[src/rtl/vector_u_pkg.sv]
// rtl/vector_u_pkg.sv - shared encodings and slot constants for the vector_U host driver
package vector_u_pkg;

  // Sequencer states, one operation in flight at a time
  typedef enum logic [2:0] {
    ST_IDLE   = 3'd0,
    ST_LOAD_A = 3'd1,
    ST_LOAD_B = 3'd2,
    ST_START  = 3'd3,
    ST_RUN    = 3'd4,
    ST_RESP   = 3'd5
  } drv_state_e;

  // Idle write address; the unit writes every cycle, so this slot is scratch
  localparam logic [5:0] PARK_ADDR = 6'd0;
  // Result slot: unit write-back lands at 0x20 + park address
  localparam logic [5:0] RES_ADDR  = 6'h20;
  // Largest pointer that still keeps both operand slots inside 1..0x1E
  localparam logic [5:0] PTR_LIMIT = 6'h1C;

  // Operation codes understood by the unit
  localparam logic [1:0] MOD_ADD  = 2'b00;
  localparam logic [1:0] MOD_SUB  = 2'b01;
  localparam logic [1:0] MOD_B    = 2'b10;
  localparam logic [1:0] MOD_A    = 2'b11;

endpackage

[src/rtl/vector_u_driver.sv]
// rtl/vector_u_driver.sv - host-side sequencer feeding operands to vector_U and returning its result
module vector_u_driver
  import vector_u_pkg::*;
#(
  parameter int Size = 256,
  parameter int LAT  = 14
) (
  input  logic            clk,
  input  logic            rst,
  input  logic            cmd_valid,
  output logic            cmd_ready,
  input  logic [1:0]      cmd_mod,
  input  logic [Size-1:0] cmd_a,
  input  logic [Size-1:0] cmd_b,
  output logic            rsp_valid,
  input  logic            rsp_ready,
  output logic [Size-1:0] rsp_data,
  output logic            exhausted,
  output logic [Size-1:0] data_in,
  output logic [5:0]      host_write_addr,
  output logic [5:0]      host_read_addr,
  output logic [1:0]      mod,
  output logic            en_read,
  input  logic [Size-1:0] out_number
);

  localparam int CW = (LAT > 1) ? $clog2(LAT) : 1;

  drv_state_e      state_q, state_d;
  logic [5:0]      ptr_q, ptr_d;
  logic [CW-1:0]   cnt_q, cnt_d;
  logic [Size-1:0] b_q, b_d;
  logic            cmd_ready_q, cmd_ready_d;
  logic            rsp_valid_q, rsp_valid_d;
  logic [Size-1:0] rsp_data_q, rsp_data_d;
  logic            exhausted_q, exhausted_d;
  logic [Size-1:0] data_in_q, data_in_d;
  logic [5:0]      waddr_q, waddr_d;
  logic [1:0]      mod_q, mod_d;
  logic            en_read_q, en_read_d;

  // Next state plus next values of every registered output (outputs follow state_d)
  always_comb begin
    state_d     = state_q;
    ptr_d       = ptr_q;
    cnt_d       = cnt_q;
    b_d         = b_q;
    rsp_data_d  = rsp_data_q;
    exhausted_d = exhausted_q;
    mod_d       = mod_q;
    waddr_d     = PARK_ADDR;
    data_in_d   = '0;
    en_read_d   = 1'b0;

    case (state_q)
      ST_IDLE: begin
        if (cmd_valid && cmd_ready_q) begin
          state_d   = ST_LOAD_A;
          waddr_d   = ptr_q + 6'd1;
          data_in_d = cmd_a;
          mod_d     = cmd_mod;
          b_d       = cmd_b;
        end
      end
      ST_LOAD_A: begin
        state_d   = ST_LOAD_B;
        waddr_d   = ptr_q + 6'd2;
        data_in_d = b_q;
      end
      ST_LOAD_B: begin
        state_d   = ST_START;
        en_read_d = 1'b1;
      end
      ST_START: begin
        state_d = ST_RUN;
        ptr_d   = ptr_q + 6'd2;
        cnt_d   = CW'(LAT - 1);
      end
      ST_RUN: begin
        if (cnt_q == '0) begin
          state_d    = ST_RESP;
          rsp_data_d = out_number;
        end else begin
          cnt_d = cnt_q - 1'b1;
        end
      end
      ST_RESP: begin
        if (rsp_ready) begin
          state_d = ST_IDLE;
          if (ptr_q > PTR_LIMIT) begin
            exhausted_d = 1'b1;
          end
        end
      end
      default: state_d = ST_IDLE;
    endcase

    rsp_valid_d = (state_d == ST_RESP);
    cmd_ready_d = (state_d == ST_IDLE) && !exhausted_d;
  end

  // State and output registers; reset parks everything and realigns the slot pointer
  always_ff @(posedge clk or negedge rst) begin
    if (!rst) begin
      state_q     <= ST_IDLE;
      ptr_q       <= '0;
      cnt_q       <= '0;
      b_q         <= '0;
      cmd_ready_q <= 1'b0;
      rsp_valid_q <= 1'b0;
      rsp_data_q  <= '0;
      exhausted_q <= 1'b0;
      data_in_q   <= '0;
      waddr_q     <= PARK_ADDR;
      mod_q       <= 2'b00;
      en_read_q   <= 1'b0;
    end else begin
      state_q     <= state_d;
      ptr_q       <= ptr_d;
      cnt_q       <= cnt_d;
      b_q         <= b_d;
      cmd_ready_q <= cmd_ready_d;
      rsp_valid_q <= rsp_valid_d;
      rsp_data_q  <= rsp_data_d;
      exhausted_q <= exhausted_d;
      data_in_q   <= data_in_d;
      waddr_q     <= waddr_d;
      mod_q       <= mod_d;
      en_read_q   <= en_read_d;
    end
  end

  assign cmd_ready       = cmd_ready_q;
  assign rsp_valid       = rsp_valid_q;
  assign rsp_data        = rsp_data_q;
  assign exhausted       = exhausted_q;
  assign data_in         = data_in_q;
  assign host_write_addr = waddr_q;
  assign host_read_addr  = RES_ADDR;
  assign mod             = mod_q;
  assign en_read         = en_read_q;

endmodule
[config.mk]
export PLATFORM = sky130hd
export DESIGN_NAME = vector_u_driver
export DESIGN_NICKNAME = d
export VERILOG_FILES = /design/src/rtl/vector_u_pkg.sv /design/src/rtl/vector_u_driver.sv
export SDC_FILE = /design/constraint.sdc
export NUM_CORES = 1
export LEC_CHECK = 0
export CAP_MARGIN = 10
export CELL_PAD_IN_SITES_DETAIL_PLACEMENT = 1
export CELL_PAD_IN_SITES_GLOBAL_PLACEMENT = 1
export CORE_AREA = 2 2 502 504
export CTS_BUF_LIST = sky130_fd_sc_hd__clkbuf_16
export DETAILED_ROUTE_END_ITERATION = 6
export DIE_AREA = 0 0 504 506
export HOLD_SLACK_MARGIN = 0.15
export PLACE_DENSITY_LB_ADDON = 0.1
export SYNTH_ARGS = -nofsm -noshare
export SYNTH_HDL_FRONTEND = slang
export SYNTH_SLANG_ARGS = --single-unit
[constraint.sdc]
create_clock -name clk -period 3.5 [get_ports clk]
set_input_delay 0.7 -clock clk [delete_from_list [all_inputs] [get_ports clk]]
set_output_delay 0.7 -clock clk [all_outputs]
set_load 0.01 [all_outputs]
# --- Yosys cells after proc, flatten, opt, wreduce, memory -nomap -nowiden ---
# Index checks and enable logic that the tools add are counted.
word_totals:
  word_cells: 47
  register_bits: 793
  output_inout_bits: 530
  input_bits: 774
classes:
  mux: 14
  n_eq_ne: 7
  n_addsub: 3
  n_reduce_logical: 10
  magnitude_cmp: 1
op_table:
  columns: ["operator", "count"]
  rows:
  - ["256-bit one-hot mux with 2 select lines", 1]
  - ["256-bit 2-to-1 mux", 1]
  - ["3-bit one-hot mux with 6 select lines", 1]
  - ["6-bit one-hot mux with 2 select lines", 1]
  - ["3-bit == test (second input constant)", 3]
  - ["3-bit 2-to-1 mux", 3]
  - ["4-bit one-hot mux with 2 select lines", 1]
  - ["6-bit by 1-bit adder with 6-bit output (second input constant)", 1]
  - ["6-bit by 2-bit adder with 6-bit output (second input constant)", 1]
  - ["3-bit by 2-bit == test with 1-bit output (second input constant)", 2]
  - ["6-bit by 5-bit > comparator with 1-bit output (second input constant)", 1]
  - ["3-bit logical NOT", 2]
  - ["6-bit 2-to-1 mux", 1]
  - ["2-bit AND reduction", 3]
  - ["4-bit logical NOT", 1]
  - ["1-bit 2-to-1 mux", 4]
  - ["4-bit 2-to-1 mux", 1]
  - ["4-bit by 1-bit subtractor with 4-bit output (second input constant)", 1]
  - ["3-bit by 1-bit == test with 1-bit output (second input constant)", 1]
  - ["1-bit logical AND", 2]
  - ["2-bit != test (second input constant)", 1]
  - ["2-bit nonzero test", 1]
  - ["1-bit logical NOT", 1]

# --- Longest topological paths before layout ---
# Gate-level depths: netlist of run 1.
depth:
  depth_word: 6
  ltp_mapped: 7
  depth_no_buf: 5

# --- Worst setup path before layout of run 1 ---
# OpenSTA, ideal clock, no wires.
synth_path:
  path_kind: "input-to-reg"
  from: "input cmd_valid"
  to: "register b_q[206]"
  required_ns: 3.375
  stages: 5
  arrival_time_ns: 1.756
  setup_time_ns: 0.125
  path_buffers: 2
  setup_slack_ns: 1.619
  cell_sequence: "nand2_1 nor4_4 buf_2 buf_2 mux2_2"
synth_between:
  elab_chain_len: 2
synth_rtl:
  columns: ["element", "line_no", "source"]
  rows:
  - ["from (decl)", "vector_u_driver.sv:10", "input logic cmd_valid,"]
  - ["1-bit logical AND", "vector_u_driver.sv:57", "if (cmd_valid && cmd_ready_q) begin"]
  - ["2-bit AND reduction (no source line)", null, null]
  - ["to (signal assigned)", "vector_u_driver.sv:108", "b_q <= '0;"]
  - ["to (signal assigned)", "vector_u_driver.sv:121", "b_q <= b_d;"]
  - ["to (decl)", "vector_u_driver.sv:32", "logic [Size-1:0] b_q, b_d;"]
# No other way between the ends.
# A chain may end at the register's enable or synchronous reset.

# --- Worst setup path after layout of run 1 ---
layout_path:
  from: "register en_read_q (netlist: en_read)"
  to: "output en_read"
layout_rtl:
  columns: ["element", "line_no", "source"]
  rows:
  - ["from (decl)", "vector_u_driver.sv:40", "logic en_read_q, en_read_d;"]
  - ["from (signal assigned)", "vector_u_driver.sv:129", "en_read_q <= en_read_d;"]
  - ["to (decl)", "vector_u_driver.sv:23", "output logic en_read,"]
# No word-level cell between the ends.

==> results of run 1 <==
cell usage in the layout (no fill, tap or decap), types with 4 or more instances in the layout:
| master | Yosys | routed |
|---|---|---|
| xor2_1 | 4 | 4 |
| inv_1 | 4 | 43 |
| mux2_2 | 516 | 516 |
| a21oi_1 | 8 | 8 |
| nor2_1 | 9 | 9 |
| nand2_1 | 6 | 6 |
| clkdlybuf4s50_1 | 0 | 1296 |
| a22o_1 | 257 | 257 |
| buf_4 | 26 | 38 |
| o21ai_0 | 4 | 4 |
| clkinv_1 | 0 | 24 |
| conb_1 | 2 | 6 |
| bufinv_16 | 0 | 7 |
| dfrtp_1 | 792 | 792 |
| clkinv_2 | 0 | 10 |
| diode_2 | 0 | 42 |
| buf_12 | 0 | 28 |
| clkbuf_16 | 0 | 113 |
per-stage QoR:
step	cells	hold slack (ns)
floorplan	1772	0.404
CTS	6555	0.341
finish	6597	0.407
global route	6571	0.373
detailed placement	6356	0.475
global placement	6356	0.475
what timing repair did:
action / 4_1_cts / 5_1_grt
resized for setup: 0 / 0
setup buffers: 0 / 0
hold buffers: 1 / 0
endpoints found under the hold margin: 16 / 0
cell families (layout without fill, tap and decap cells):
| group | Yosys count | count (layout) | synth area share [%] |
|---|---|---|---|
| xor gates and xnor gates | 7 | 7 | 0.211 |
| AOI/OAI and AO/OA | 278 | 278 | 8.21 |
| other | 2 | 48 | 0.0259 |
| adders and majority gates | 3 | 3 | 0.129 |
| DFF | 792 | 792 | 68.2 |
| and+or+nand+nor | 39 | 39 | 0.797 |
| buffers and inverters | 131 | 1566 | 2.40 |
| muxes | 516 | 516 | 20.0 |
state kept, by name, summed over array words and instances (netlist names):
register	count
rsp_data	256
state_q	3
data_in	256
en_read	1
rsp_valid	1
host_write_addr	6
cmd_ready	1
ptr_q	5
mod	2
b_q	256
exhausted	1
cnt_q	4
layout make-up:
type	count	area [um^2]	area share [%]
Sequential cell	792	19800	39.7
Timing Repair Buffer	1364	13800	27.7
Multi-Input combinational cell	849	8550	17.1
Tap cell	3348	4190	8.39
Clock buffer	113	2830	5.66
Clock inverter	85	597	1.19
Antenna cell	42	105	0.210
Inverter	4	15.0	0.0301
power by group through the flow:
stage	clock network, mW	logic [mW]	registers, mW
floorplan	0	4.25	15.0
global placement	0	12.9	14.7
detailed placement	0	12.9	14.7
CTS	11.6	13.0	14.6
global route	11.9	13.4	15.0
finish	10.9	12.5	14.5
layer usage:
| layer | vias up | routed length [um] | part of all wire (%) |
|---|---|---|---|
| li1 | 9213 | - | - |
| met1 | 10611 | 55900 | 34 |
| met2 | 909 | 82000 | 50 |
| met3 | 333 | 20200 | 12 |
| met4 | 138 | 4200 | 2.6 |
| met5 | - | 818 | 0.50 |
Yosys cell counts, drive strengths merged:
| master | number | area, um^2 |
|---|---|---|
| nor3 | 3 | 15.0 |
| o21ai | 4 | 20.0 |
| and2 | 2 | 12.5 |
| a21boi | 1 | 7.51 |
| inv | 4 | 15.0 |
| ha | 3 | 37.5 |
| nand2b | 1 | 6.26 |
| and3 | 1 | 6.26 |
| a2bb2oi | 1 | 8.76 |
| nand3b | 1 | 7.51 |
| or4 | 1 | 7.51 |
| or3b | 2 | 17.5 |
| o2bb2ai | 1 | 8.76 |
| nor4 | 2 | 27.5 |
| o32ai | 1 | 8.76 |
| and4b | 1 | 10.0 |
| nand2 | 6 | 22.5 |
| a22o | 257 | 2250 |
| nand3 | 3 | 15.0 |
| a21oi | 8 | 40.0 |
| o211ai | 1 | 7.51 |
| clkbuf | 12 | 46.3 |
| nand4b | 1 | 8.76 |
| a211oi | 1 | 7.51 |
| dfrtp | 792 | 19800 |
| nor3b | 1 | 7.51 |
| mux2 | 516 | 5810 |
| nand4 | 3 | 18.8 |
| xnor2 | 3 | 26.3 |
| xor2 | 4 | 35.0 |
| and4 | 1 | 8.76 |
| a211o | 3 | 26.3 |
| buf | 115 | 637 |
| nor2 | 10 | 40.0 |
| conb | 2 | 7.51 |
final timing paths:
kind | slack [ns] | to | depth (start not counted) | from
worst max-delay path | 0.76 | en_read | 1 | en_read
worst min-delay path | 0.41 | b_q[177] | 2 | rst
worst max register to register | 1.18 | rsp_data[21] | 5 | state_q[0]
worst min register to register | 0.47 | data_in[250] | 1 | b_q[250]
max in group asynchronous | 1.93 | rsp_data[78] | 4 | rst
min in group clk | 0.47 | data_in[250] | 1 | b_q[250]
==> qor_table.md, run 1 <==
| Quantity | Value | Unit |
|---|---|---|
| Clock input transition at the sequential cells of the worst setup and hold paths | 0.05 | ns |
| X dimension of the die | 504 | um |
| Total net switching power | 11.9 | mW |
| Critical Path Max Stage Delay | 0.68 | ns |
| Half-perimeter wire length after placement | 129,000 | um |
| Placer Congestion | 0.759 | - |
| First-pass DRT Iterations | 6 | - |
| Number of global-route vias before repair | 23,340 | - |
| Average cell area after synthesis | 16.4 | um^2 |
| Util after Layout | 20.0 | % |
| Clock Path Buffers | 3 | - |
| Total routing resource utilization after global routing | 12.5 | % |
| Crit path cell chain | clkdlybuf4s50_1 | - |
| Worst-path fanout max | 1 | - |
| Max stage delay cell, worst path | clkdlybuf4s50_1 | - |
| Type of element launching the critical path | flop | - |
| TritonCTS Sinks | 792 | - |
| Sequential share of power | 38.2 | % |
| Maximum achievable frequency | 365 | MHz |
| Met1 track demand over resource in global routing | 12.3 | % |
| Total Die Area | 0.255 | mm^2 |
| Part of the Yosys area used for sequential elements | 68.2 | % |
| Number of nets with antenna violations after routing | 0 | - |
| Worst-skew pair later-pin latency | 0.75 | ns |
| Routed vias | 21,204 | - |
| Unrepaired setup endpoints after global routing | false | - |
| Number of library cell types mapped by synthesis | 40 | - |
| Final Hold Fails | 0 | - |
| Pin slew with the least headroom to its limit | 0.785 | ns |
| Flip-flop and latch count after synthesis | 792 | - |
| Avg WL per Cell | 24.7 | um |
| Level count of the clock H-tree | 3 | - |
| Min cycle time layout | 2.74 | ns |
| Post-detailed-placement cell area | 0.0464 | mm^2 |
| Final non-filler cell area | 0.0499 | mm^2 |
| Number of input and output port buffers inserted | 1,297 | - |
| Proportion of total power due to net switching | 31.5 | % |
| Pins Over Slew Limit | 0 | - |
| Portion of the clock cycle consumed by the worst path in the final layout | 78.2 | % |
| CTS root buf | clkbuf_16 | - |
| Global-route wire length before repair | 219,000 | um |
| Met3 usage | 7.68 | % |
| Post-Synthesis Cell Area | 0.0291 | mm^2 |
| Combinational cell fraction of total power | 33.0 | % |
| Worst endpoint required time | 2.80 | ns |
| Status | complete, no violations | - |
| Maximum number of pins on one net before global-route repair | 101 | - |
| Busiest layer in global routing | met2 | - |
| Number of filler instances in the final layout | 27,694 | - |
| Final routed DRC violation total | 0 | - |
| Path type of the worst min-delay path | primary input to asynchronous set/reset pin | - |
| Clock buffers created by TritonCTS | 112 | - |
| Maximum resistive drop on vdd | 0.000402 | V |
| Antenna violations before repair | 134 | - |
| Synthesis warning total | 0 | - |
| Worst slack at placement | 0.608 | ns |
| Area of the core region | 0.250 | mm^2 |
| Post-synthesis to final-layout area growth | 71.9 | % |
| Detailed Route Iter0 Violations | 545 | - |
| Via count normalized by instance count | 3.21 | - |
| Clock tree from TritonCTS | yes | - |
| Total wire length | 163,000 | um |
| Floorplan row count | 184 | - |
| Classification of the worst setup path | flop to output pin | - |
| Fraction of final layout cells sized beyond drive strength 1 | 22.5 | % |
| GR Overflow Total | 0 | - |
| Top Family by Delay on Critical Path | buffers and inverters | - |
| Final critical-path setup slack | 0.763 | ns |
| Setup TNS | 0 | ns |
| Type of element capturing the critical path | output pin | - |
| Number of max-cap violations | 0 | - |
| Post-route clock skew | 0.0356 | ns |
| Vertical die dimension | 506 | um |
| Number of placed I/O pins | 1,304 | - |
| Worst slew margin relative to its limit | 47.7 | % |
| Tot Pwr | 37.9 | mW |
| Data arrival at the endpoint of the critical path | 2.04 | ns |
| WP buf/inv | 1 | - |
| Cell Int Power | 26.0 | mW |
| Number of nets at the end of the flow | 3,900 | - |
| Leakage power figure | 20.3 | nW |
| Clock power share | 28.8 | % |
| Setup violations, final | 0 | - |
| Power density of the placed cells | 759 | mW/mm^2 |
| Count of mapped cells out of synthesis | 1,768 | - |
| Global Route met2 Usage | 21.7 | % |
| Initial core utilization | 11.6 | % |
No activity file was read; power rests on OpenSTA's default activity.
==> run 2: changes to the inputs <==
CORE_AREA = 2 2 503 505   (was 2 2 502 504)
DIE_AREA = 0 0 505 507   (was 0 0 504 506)
clock period = 2.35 ns   (was 3.5 ns; I/O delays follow)
==> run 2 against run 1 <==
  * Non-clock buffer count increased by 42
  * Global-route usage grew 0.13 points
  * Sequential share of layout area shrank 0.095 points
  * Combinational power rose by 49%
  * Critical path depth is the same
  * Die area grew 0.40%
  * Clock skew shrank 0.00052 ns
  * Critical endpoint is now rsp_data[211]
  * Largest cell class unchanged
==> qor_table.md, run 2 (synthesis results as in run 1) <==
| Quantity | Value | Unit | Delta |
|---|---|---|---|
| Status | complete, no violations | - | unchanged |
| Worst-skew pair later-pin latency | 0.75 | ns | about the same |
| Pins Over Slew Limit | 0 | - | unchanged |
| Worst Hold Margin | 0.246 | ns | was 0.407 ns |
| Number of nets with antenna violations after routing | 0 | - | unchanged |
| Final routed DRC violation total | 0 | - | unchanged |
| Number of placed I/O pins | 1,304 | - | unchanged |
| Util after Layout | 20.0 | % | about the same |
| Avg WL per Cell | 25.0 | um | was 24.7 um |
| Post-detailed-placement cell area | 0.0469 | mm^2 | was 0.0464 mm^2 |
| Maximum number of pins on one net before global-route repair | 80 | - | was 101 |
| Clock tree from TritonCTS | yes | - | unchanged |
| Maximum achievable frequency | 445 | MHz |  |
| Worst-path fanout max | 2 | - | was 1 |
| Post-route clock skew | 0.0351 | ns | was 0.0356 ns |
| Number of global-route vias before repair | 24,036 | - | was 23,340 |
| Floorplan row count | 184 | - | unchanged |
| Fraction of final layout cells sized beyond drive strength 1 | 23.5 | % | was 22.5% |
| GR Overflow Total | 0 | - | unchanged |
| Number of max-cap violations | 0 | - | unchanged |
| Via count normalized by instance count | 3.23 | - | was 3.21 |
| Number of input and output port buffers inserted | 1,297 | - | unchanged |
| Power density of the placed cells | 1110 | mW/mm^2 | was 759 mW/mm^2 |
| Post-route insts no fill | 6,624 | - | was 6,597 |
| Path type of the worst min-delay path | primary input to asynchronous set/reset pin | - | unchanged |
| Total net switching power | 17.9 | mW | was 11.9 mW |
| Min cycle time layout | 2.25 | ns |  |
| Clock buffers created by TritonCTS | 109 | - | was 112 |
| Clock Path Buffers | 3 | - | unchanged |
| First-pass DRT Iterations | 4 | - | was 6 |
| Total Die Area | 0.256 | mm^2 | was 0.255 mm^2 |
| Antenna violations before repair | 111 | - | was 134 |
| Sequential share of power | 38.9 | % | was 38.2% |
| Portion of the clock cycle consumed by the worst path in the final layout | 95.6 | % |  |
| Data arrival at the endpoint of the critical path | 1.78 | ns | was 2.04 ns |
| CTS root buf | clkbuf_16 | - | unchanged |
| Cell Int Power | 37.9 | mW | was 26.0 mW |
| Classification of the worst setup path | flop to output pin | - | unchanged |
| Total wire length | 165,000 | um | was 163,000 um |
| Half-perimeter wire length after placement | 132,000 | um | was 129,000 um |
| Worst endpoint required time | 1.88 | ns | was 2.80 ns |
| Combinational cell fraction of total power | 33.3 | % | was 33.0% |
| Worst slew margin relative to its limit | 49.8 | % | was 47.7% |
| Proportion of total power due to net switching | 32.1 | % | was 31.5% |
| Type of element launching the critical path | flop | - | unchanged |
| Placer Congestion | 0.759 | - | unchanged |
| Pin slew with the least headroom to its limit | 0.752 | ns | was 0.785 ns |
| WP buf/inv | 1 | - | unchanged |
| Highest-count cells in the layout ignoring fill and taps | 1,218 x clkdlybuf4s50_1, 791 x dfrtp_1, 516 x mux2_2 | - | was 1,296 x clkdlybuf4s50_1, 792 x dfrtp_1, 516 x mux2_2 |
| Worst slack at placement | -0.148 | ns | was 0.608 ns |
| Area of the core region | 0.250 | mm^2 | about the same |
| Detailed Route Iter0 Violations | 694 | - | was 545 |
| Post-synthesis to final-layout area growth | 72.4 | % | was 71.9% |
| Unrepaired setup endpoints after global routing | false | - | unchanged |
| Max stage delay cell, worst path | clkdlybuf4s50_1 | - | unchanged |
| Vertical die dimension | 507 | um | was 506 um |
| Initial core utilization | 11.6 | % | about the same |
| Post-CTS setup-driven buffer insertion count | 0 | - | unchanged |
| Number of nets at the end of the flow | 3,939 | - | was 3,900 |
| Clock input transition at the sequential cells of the worst setup and hold paths | 0.05 | ns | about the same |
| Routed vias | 21,402 | - | was 21,204 |
| Maximum resistive drop on vdd | 0.000599 | V | was 0.000402 V |
| Total routing resource utilization after global routing | 12.6 | % | was 12.5% |
| Final non-filler cell area | 0.0501 | mm^2 | was 0.0499 mm^2 |
| Leakage power figure | 20.5 | nW | was 20.3 nW |
| TritonCTS Sinks | 792 | - | unchanged |
| Placed instance count | 6,398 | - | was 6,356 |
| Top Family by Delay on Critical Path | buffers and inverters | - | unchanged |
| Critical Path Max Stage Delay | 0.70 | ns | was 0.68 ns |
| X dimension of the die | 505 | um | was 504 um |
| Final Hold Fails | 0 | - | unchanged |
| Crit path cell chain | clkdlybuf4s50_1 | - | unchanged |
| Clock power share | 27.8 | % | was 28.8% |
| Setup violations, final | 0 | - | unchanged |
| Most common cell after layout, fill and taps aside | clkdlybuf4s50_1 | - | unchanged |
| Type of element capturing the critical path | output pin | - | unchanged |
| Level count of the clock H-tree | 3 | - | unchanged |
| Number of filler instances in the final layout | 27,823 | - | was 27,694 |
| Global-route wire length before repair | 222,000 | um | was 219,000 um |
| Final critical-path setup slack | 0.103 | ns | was 0.763 ns |
==> run 2: what timing repair did <==
action,in CTS,in global routing
endpoints found under the hold margin,542,0
hold buffers,1,0
endpoints found under the setup margin,79,1
resized for setup,79,1
==> run 2: final cells by class <==
class	instances	area, um^2	share of cell area [%]
clock buffer	109	2730	5.45
sequential	792	19800	39.6
antenna	29	72.6	0.145
inverter	4	15.0	0.0300
tap	3348	4190	8.37
timing repair buffer	1406	14200	28.4
clock inverter	87	482	0.962
multi-input combinational	849	8550	17.1
==> run 2: power groups by stage <==
| stage | sequential, mW | combinational (mW) | clock (mW) |
|---|---|---|---|
| 4_1_cts | 21.9 | 19.2 | 16.4 |
| 5_1_grt | 22.5 | 20.0 | 16.9 |
| 3_3_place_gp | 22.1 | 19.4 | 0 |
| 3_5_place_dp | 22.1 | 19.5 | 0 |
| 6_report | 21.7 | 18.6 | 15.5 |
| 2_1_floorplan | 22.4 | 6.34 | 0 |
==> run 2: path summary, 6_finish.rpt <==
check / cells after the start / end / slack, ns / start
min in group clk: 2 / data_in[44] / 0.33 / cmd_a[44]
hold / removal: 2 / data_in[83] / 0.25 / rst
max in group asynchronous: 3 / rsp_data[41] / 0.96 / rst
setup reg to reg: 5 / b_q[191] / 0.31 / state_q[0]
hold reg to reg: 1 / data_in[167] / 0.46 / b_q[167]
setup / recovery: 1 / rsp_data[211] / 0.10 / rsp_data[211]
==> run 2: routing by layer <==
layer  wire length, um  track usage, %  up-vias
met5               789               0        -
met4              4130            3.79      124
met3             20800            7.38      312
met2             81000            21.4      944
met1             58600            12.9    10739
li1                  -               -     9283
==> run 2: metrics by stage <==
step | power [mW] | setup TNS (ns)
after floorplan | 28.7 | 0
after global placement | 41.5 | -31.27
after detailed placement | 41.5 | -25.43
after CTS | 57.6 | 0
after global routing | 59.4 | 0
final | 55.8 | 0
==> run 3: changes to the inputs <==
HOLD_SLACK_MARGIN = not set   (was 0.15)
==> results of run 3 <==
Same layout as run 2: the final DEF is identical, and so are final timing and power.
